$ cat src/rtl/mem_port_arbiter.sv
// Arbitrates one single-port synchronous memory between instruction fetch and the LSU.
// Data wins by default; a saturating starvation counter lets fetch through after StarveLimit data grants.
module mem_port_arbiter #(
   parameter int Width       = 32,
   parameter int StarveLimit = 4
) (
   input  logic             clk_i,
   input  logic             rst_ni,
   input  logic             if_req_i,
   input  logic [Width-1:0] if_addr_i,
   output logic             if_gnt_o,
   output logic             if_rvalid_o,
   output logic [Width-1:0] if_rdata_o,
   input  logic             d_req_i,
   input  logic             d_we_i,
   input  logic [3:0]       d_be_i,
   input  logic [Width-1:0] d_addr_i,
   input  logic [Width-1:0] d_wdata_i,
   output logic             d_gnt_o,
   output logic             d_rvalid_o,
   output logic [Width-1:0] d_rdata_o,
   output logic             stall_if_o,
   output logic             stall_mem_o,
   output logic             mem_en_o,
   output logic             mem_we_o,
   output logic [3:0]       mem_be_o,
   output logic [Width-1:0] mem_addr_o,
   output logic [Width-1:0] mem_wdata_o,
   input  logic [Width-1:0] mem_rdata_i
);

   localparam int CntW = $clog2(StarveLimit + 1);

   typedef enum logic [1:0] {
      IDLE   = 2'd0,
      RSP_IF = 2'd1,
      RSP_D  = 2'd2
   } rsp_e;

   rsp_e            rsp_q;
   logic [CntW-1:0] starve_cnt;
   logic            fetch_first;

   assign fetch_first = (starve_cnt == CntW'(StarveLimit));
   assign if_gnt_o    = if_req_i & (~d_req_i | fetch_first);
   assign d_gnt_o     = d_req_i & ~if_gnt_o;
   assign stall_if_o  = if_req_i & ~if_gnt_o;
   assign stall_mem_o = d_req_i & ~d_gnt_o;

   // Reads always present full byte enables; write data is only driven for stores.
   always_comb begin
      mem_en_o    = 1'b0;
      mem_we_o    = 1'b0;
      mem_be_o    = 4'h0;
      mem_addr_o  = '0;
      mem_wdata_o = '0;
      if (if_gnt_o) begin
         mem_en_o   = 1'b1;
         mem_be_o   = 4'hf;
         mem_addr_o = if_addr_i;
      end else if (d_gnt_o) begin
         mem_en_o    = 1'b1;
         mem_we_o    = d_we_i;
         mem_be_o    = d_we_i ? d_be_i : 4'hf;
         mem_addr_o  = d_addr_i;
         mem_wdata_o = d_we_i ? d_wdata_i : '0;
      end
   end

   always_ff @(posedge clk_i or negedge rst_ni) begin
      if (!rst_ni) begin
         rsp_q <= IDLE;
      end else if (if_gnt_o) begin
         rsp_q <= RSP_IF;
      end else if (d_gnt_o && !d_we_i) begin
         rsp_q <= RSP_D;
      end else begin
         rsp_q <= IDLE;
      end
   end

   // Counts data grants that overtook a waiting fetch; saturates rather than wraps.
   always_ff @(posedge clk_i or negedge rst_ni) begin
      if (!rst_ni) begin
         starve_cnt <= '0;
      end else if (if_gnt_o || !if_req_i) begin
         starve_cnt <= '0;
      end else if (d_gnt_o && !fetch_first) begin
         starve_cnt <= starve_cnt + CntW'(1);
      end
   end

   assign if_rvalid_o = (rsp_q == RSP_IF);
   assign d_rvalid_o  = (rsp_q == RSP_D);
   assign if_rdata_o  = if_rvalid_o ? mem_rdata_i : '0;
   assign d_rdata_o   = d_rvalid_o ? mem_rdata_i : '0;

endmodule

$ cat config.mk
export PLATFORM = sky130hd
export DESIGN_NAME = mem_port_arbiter
export DESIGN_NICKNAME = d
export VERILOG_FILES = /design/src/rtl/mem_port_arbiter.sv
export SDC_FILE = /design/constraint.sdc
export NUM_CORES = 1
export LEC_CHECK = 0
export ABC_AREA = 1
export ABC_CLOCK_PERIOD_IN_PS = 1900
export CORE_AREA = 2 2 106 108
export DETAILED_ROUTE_END_ITERATION = 8
export DIE_AREA = 0 0 108 110
export PLACE_DENSITY = 0.61
export SYNTH_ARGS = -nofsm -noshare
export SYNTH_HDL_FRONTEND = slang
export SYNTH_SLANG_ARGS = --single-unit
$ cat constraint.sdc
create_clock -name clk_i -period 1.9 [get_ports clk_i]
set_input_delay 0.38 -clock clk_i [delete_from_list [all_inputs] [get_ports clk_i]]
set_output_delay 0.38 -clock clk_i [all_outputs]
set_load 0.1 [all_outputs]
==> results.py <==
metrics = {
    "setup_path": {
        "maximum_single_stage_delay_on_the_critical_path_ns": 0.37,
        "timing.critical_path.required_ns": 1.52,
        "worstPathArrival_ns": 1.75,
        "setup.worst_path.class": "reg -> out",
        "startpoint_type": "flip-flop",
        "critPathBufInv": 4,
        "worstPathMaxFanout": 5,
        "cp_cell_sequence": "inv_1 -> ha_2 -> nand2_4 -> a21oi_4 -> buf_6 -> buf_12 -> nand2_8 -> nand2_8 -> buf_12",
        "critPathCaptureType": "primary output",
        "critPathSlowestCell": "sky130_fd_sc_hd__dfrtp_1",
        "cp_top_family": "buffers and inverters",
    },
    "route": {
        "detail_route.iter0.violations": 94,
        "antenna_left": 0,
        "post-route-drc-count": 0,
        "viasPerCell": 4.173,
        "num_vias": 3134,
        "detail_route.wirelength_mm": 11.07,
        "drtPass1Iterations": 4,
        "routedWlPerCell_um": 14.74,
    },
    "power": {
        "power-per-cell-area_nw_per_um2": 402.5,
        "peakVddDrop_mv": 0.2900,
        "power_leakage_nw": 3.010,
    },
    "timing": {
        "final_min_period_over_clock_period_pct": 112.2,
        "max_freq_mhz": 469.1,
        "grt_setup_unrepaired": "true",
        "timing.final.hold_violations": 0,
        "slew_violations": 0,
        "tightest_slew_ns": 0.3209,
        "fin_worst_hold_slack_ns": 0.3768,
        "finalWorstPathRequiredPeriod_ns": 2.132,
        "report.final.setup_viol": 68,
        "fin_ws_ns": -0.2317,
        "clock_skew_ns": 0.001443,
        "slew_headroom_pct": 78.38,
    },
    "floorplanning": {
        "initial_cell_density_of_the_core_pct": 13.82,
        "die_y_um": 110,
        "fp.dieW_um": 108,
        "rows": 38,
        "full_die_area_um2": 11880,
        "io_pins": 277,
        "core_footprint_um2": 10700,
    },
    "clocking": {
        "cts-buffers-inserted": 3,
        "cts_buffer_depth": 2,
        "clk_latency_worst_skew_pair_ns": 0.22,
        "buffer_type_at_the_clock_tree_root": "sky130_fd_sc_hd__clkbuf_8",
        "ctsHtreeMaxLevel": 1,
        "cts_tree": "done",
        "numClockSinks": 5,
        "cts.reportedPaths.clkPinSlew_ns": 0.04,
    },
    "final_layout": {
        "multi_input_area_um2": 2122,
        "n_antenna_cell": 0,
        "layout-area-overhead-vs-synth_pct": 392.5,
        "final_util_pct": 68.08,
        "drive_above_1_share_pct": 56.79,
        "finish.net_count": 751,
        "filler_cell_count": 761,
        "regArea_um2": 125.1,
        "final_cells": 751,
    },
    "place": {
        "cell_count_after_placement": 737,
        "dp_hpwl_mm": 9.487,
        "gp_congestion": 0.7945,
        "io_buffer_count": 276,
    },
    "global_route": {
        "wire_length_of_the_first_global_routing_pass_mm": 16.62,
        "remaining_global_route_overflow": 0,
        "initial_antenna_violation_count": 0,
        "via_count_of_the_first_global_routing_pass": 3330,
        "grt_start_max_net_pins": 27,
        "total_routing_usage_gr_pct": 17.60,
    },
    "logic_synthesis": {
        "synthesis.area_um2": 1479,
        "async_reset_ff_share_pct": 100.0,
        "synth.ff_latch_count": 5,
        "post-synth-top-count-cell": "sky130_fd_sc_hd__nand2_1",
        "post_synthesis_sequential_area_ratio_pct": 8.460,
        "synth_edf_count": 0,
        "synth_nets": 459,
        "synth-warning-count": 0,
        "synth_top_cell_by_area": "sky130_fd_sc_hd__nand2_1",
        "yosys.cell_types.count": 18,
        "yosys.area.top_type_share_pct": 25.89,
        "avgSynthCellArea_um2": 4.622,
        "synth_area_leaders": "sky130_fd_sc_hd__nand2_1, sky130_fd_sc_hd__nor2_1, sky130_fd_sc_hd__nand3_1",
        "post_synth_inst_count": 320,
        "ys.flop_type": "sky130_fd_sc_hd__dfrtp_1",
        "synth_common_cells": "sky130_fd_sc_hd__nand2_1, sky130_fd_sc_hd__nor2_1, sky130_fd_sc_hd__inv_1, sky130_fd_sc_hd__nand3_1, sky130_fd_sc_hd__clkbuf_1",
    },
    "outcome": {
        "outcome": "complete, but fails checks",
        "failed_checks": "negative setup slack",
    },
    "flow_run": {
        "max_cap_viols": 0,
    },
    "min_path": {
        "holdCritPathClass": "in -> async",
    },
}
layer usage:
layer,up-vias,track usage [%],wire length [um]
li1,1524,-,-
met4,0,1.923,119
met3,9,6.878,1204
met5,-,0,0
met2,172,34.82,6236
met1,1429,17.95,3505
cell usage in the layout (no fill, tap or decap):
master	count
sky130_fd_sc_hd__buf_12	151
sky130_fd_sc_hd__nand3_2	1
sky130_fd_sc_hd__buf_6	3
sky130_fd_sc_hd__nand2_4	41
sky130_fd_sc_hd__clkinvlp_4	2
sky130_fd_sc_hd__xnor2_1	1
sky130_fd_sc_hd__dlygate4sd2_1	1
sky130_fd_sc_hd__clkbuf_1	1
sky130_fd_sc_hd__nor3b_1	1
sky130_fd_sc_hd__clkdlybuf4s50_1	134
sky130_fd_sc_hd__nor2_2	14
sky130_fd_sc_hd__or2_2	1
sky130_fd_sc_hd__inv_6	1
sky130_fd_sc_hd__nand2_8	5
sky130_fd_sc_hd__dfrtp_1	5
sky130_fd_sc_hd__clkbuf_8	3
sky130_fd_sc_hd__nor2_4	82
sky130_fd_sc_hd__nor2_1	4
sky130_fd_sc_hd__o21ai_0	4
sky130_fd_sc_hd__nand3_1	31
sky130_fd_sc_hd__a21oi_4	1
sky130_fd_sc_hd__nor3_1	2
sky130_fd_sc_hd__ha_1	1
sky130_fd_sc_hd__clkbuf_16	1
sky130_fd_sc_hd__buf_8	3
sky130_fd_sc_hd__buf_16	2
sky130_fd_sc_hd__inv_1	38
sky130_fd_sc_hd__buf_2	1
sky130_fd_sc_hd__ha_2	1
sky130_fd_sc_hd__nand2_2	19
sky130_fd_sc_hd__buf_4	15
sky130_fd_sc_hd__nand2_1	41
final timing paths:
path	startpoint	slack (ns)	endpoint	depth (start not counted)
max	starve_cnt[0]	-0.23	mem_addr_o[14]	9
min	rst_ni	0.38	rsp_q[1]	1
max reg2reg	starve_cnt[0]	0.58	rsp_q[1]	8
min reg2reg	starve_cnt[2]	0.62	starve_cnt[2]	2
max in group asynchronous	rst_ni	1.33	starve_cnt[1]	1
min in group clk_i	starve_cnt[2]	0.62	starve_cnt[2]	2
sequential cells by signal (all words and copies together) (netlist names):
register / cells
rsp_q: 2
starve_cnt: 3
where the power goes:
group / internal, mW / switching [mW] / leakage [nW]
Clock: 0.144 / 0.0557 / 0.0228
Sequential: 0.111 / 0.00304 / 0.0669
Combinational: 1.02 / 1.60 / 2.92
Total: 1.27 / 1.66 / 3.01
final cells by class:
| cell class | instances | area share [%] |
|---|---|---|
| Clock buffer | 4 | 0.6185 |
| Inverter | 41 | 2.285 |
| Multi-Input combinational cell | 250 | 29.14 |
| Sequential cell | 5 | 1.718 |
| Tap cell | 140 | 2.405 |
| Timing Repair Buffer | 311 | 63.84 |
cell families (layout without fill, tap and decap cells):
| kind of cell | after synthesis | count (layout) | share of synthesized area [%] |
|---|---|---|---|
| xor gates and xnor gates | 1 | 1 | 0.5923 |
| AOI/OAI and AO/OA | 5 | 5 | 2.454 |
| and+or+nand+nor | 242 | 242 | 66.41 |
| DFF | 5 | 5 | 8.460 |
| adders and majority gates | 2 | 2 | 1.692 |
| buffers and inverters | 65 | 356 | 20.39 |
metrics by stage:
step           worst slack (ns)  TNS, ns  total power [mW]  cell area, um2
6_report                -0.2317   -10.27             2.932            7283
5_1_grt                 -0.3008   -15.61             3.036            7283
4_1_cts                 -0.2164   -11.36             2.939            7203
3_3_place_gp            -0.2064   -8.462             2.648            6947
3_5_place_dp            -0.2238   -8.787             2.671            6947
2_1_floorplan           -0.3057   -15.45             1.618            2490
what timing repair did:
item / in CTS / in global routing
resized for setup: 27 / 26
pin swaps: 7 / 13
hold buffers: 0 / 0
cloned: 3 / 1
buffers inserted: 6 / 2
setup endpoints to repair: 76 / 97
Power figures use the tool's default switching activity.
==> RTL edit (same settings) <==
`Width`: 32 -> 16.
--- a/src/rtl/mem_port_arbiter.sv
+++ b/src/rtl/mem_port_arbiter.sv
@@ -1,7 +1,7 @@
 // Arbitrates one single-port synchronous memory between instruction fetch and the LSU.
 // Data wins by default; a saturating starvation counter lets fetch through after StarveLimit data grants.
 module mem_port_arbiter #(
-   parameter int Width       = 32,
+   parameter int Width       = 16,
    parameter int StarveLimit = 4
 ) (
    input  logic             clk_i,
Interface: changed (8 resized); port bits go from 277 to 149. The function was not compared with the original's and may differ.
==> RTL edit against the original RTL <==
The run still ends with setup timing left; clock skew grew 2.7 ps; wire length fell by 49%; sequential cell count stayed put; power is 40% lower; worst setup slack better by 120 ps; non-clock buffer count fell by 136; area after synthesis decreased by 37%; final area down 42%; critical path type unchanged; highest routed layer unchanged.
==> RTL edit: results (changes against the original RTL) <==
metric,value,unit,change
status,finished with violations,,unchanged
violated checks,setup timing,,unchanged
leakage,1.738,nW,was 3.010 nW
commonest cells in the netlist,"54 x nand2_1, 52 x nor2_1, 24 x inv_1",,"was 102 x nand2_1, 100 x nor2_1, 41 x inv_1"
Final Skew,4.184,ps,was 1.443 ps
Critical Path End,mem_addr_o[1],,was mem_addr_o[14]
DR WL/cell,11.68,µm,was 14.74 µm
Rel. slew slack,0.7559,,was 0.7838
setup ws final,-109.9,ps,was -231.7 ps
WL met1,1947,µm,was 3505 µm
compound-gate portion of the synthesized area,0.03919,,was 0.02453
final cell count without fillers,487,,was 751
clock share of power,0.114,,was 0.068
setup TNS,-2105,ps,was -10270 ps
largest net degree at the start of global routing,18,,was 27
met1 Use GR,0.1018,,was 0.1795
"slowest stage delay, CP",390,ps,was 370 ps
placed cells,471,,was 737
Nets,423,,was 751
PwrDens,421.0,nW/µm²,was 402.5 nW/µm²
final setup fails,36,,was 68
Logic power comb,0.00146,W,was 0.00262 W
"Net Count, Synth",254,,was 459
global-route wire length before repair,8997,µm,was 16620 µm
"IR drop worst, VDD",0.0002428,V,was 0.0002900 V
==> RTL edit: cell count changes in the layout (fill, tap and decap cells not counted), moves of 12 or more <==
| cell | before | now |
|---|---|---|
| buf_12 | 151 | 82 |
| clkdlybuf4s50_1 | 134 | 70 |
| inv_1 | 38 | 20 |
| nand2_1 | 41 | 17 |
| nand2_4 | 41 | 19 |
| nand3_1 | 31 | 11 |
| nor2_2 | 14 | 2 |
| nor2_4 | 82 | 43 |
==> RTL edit: area by class of cell <==
cell class                 count  area, µm²
tap                          140      175.2
inverter                      25      106.4
sequential                     5      125.1
multi-input combinational    138       1206
clock buffer                   4      45.04
fill                        1045       6492
timing repair buffer         175       2547
==> RTL edit: repair_timing <==
item | 4_1_cts | 5_1_grt
hold endpoints to repair | 0 | 0
pin swaps | 16 | 2
setup buffers | 10 | 2
gates resized for setup | 42 | 12
endpoints found under the setup margin | 42 | 42
gates cloned | 1 | 0
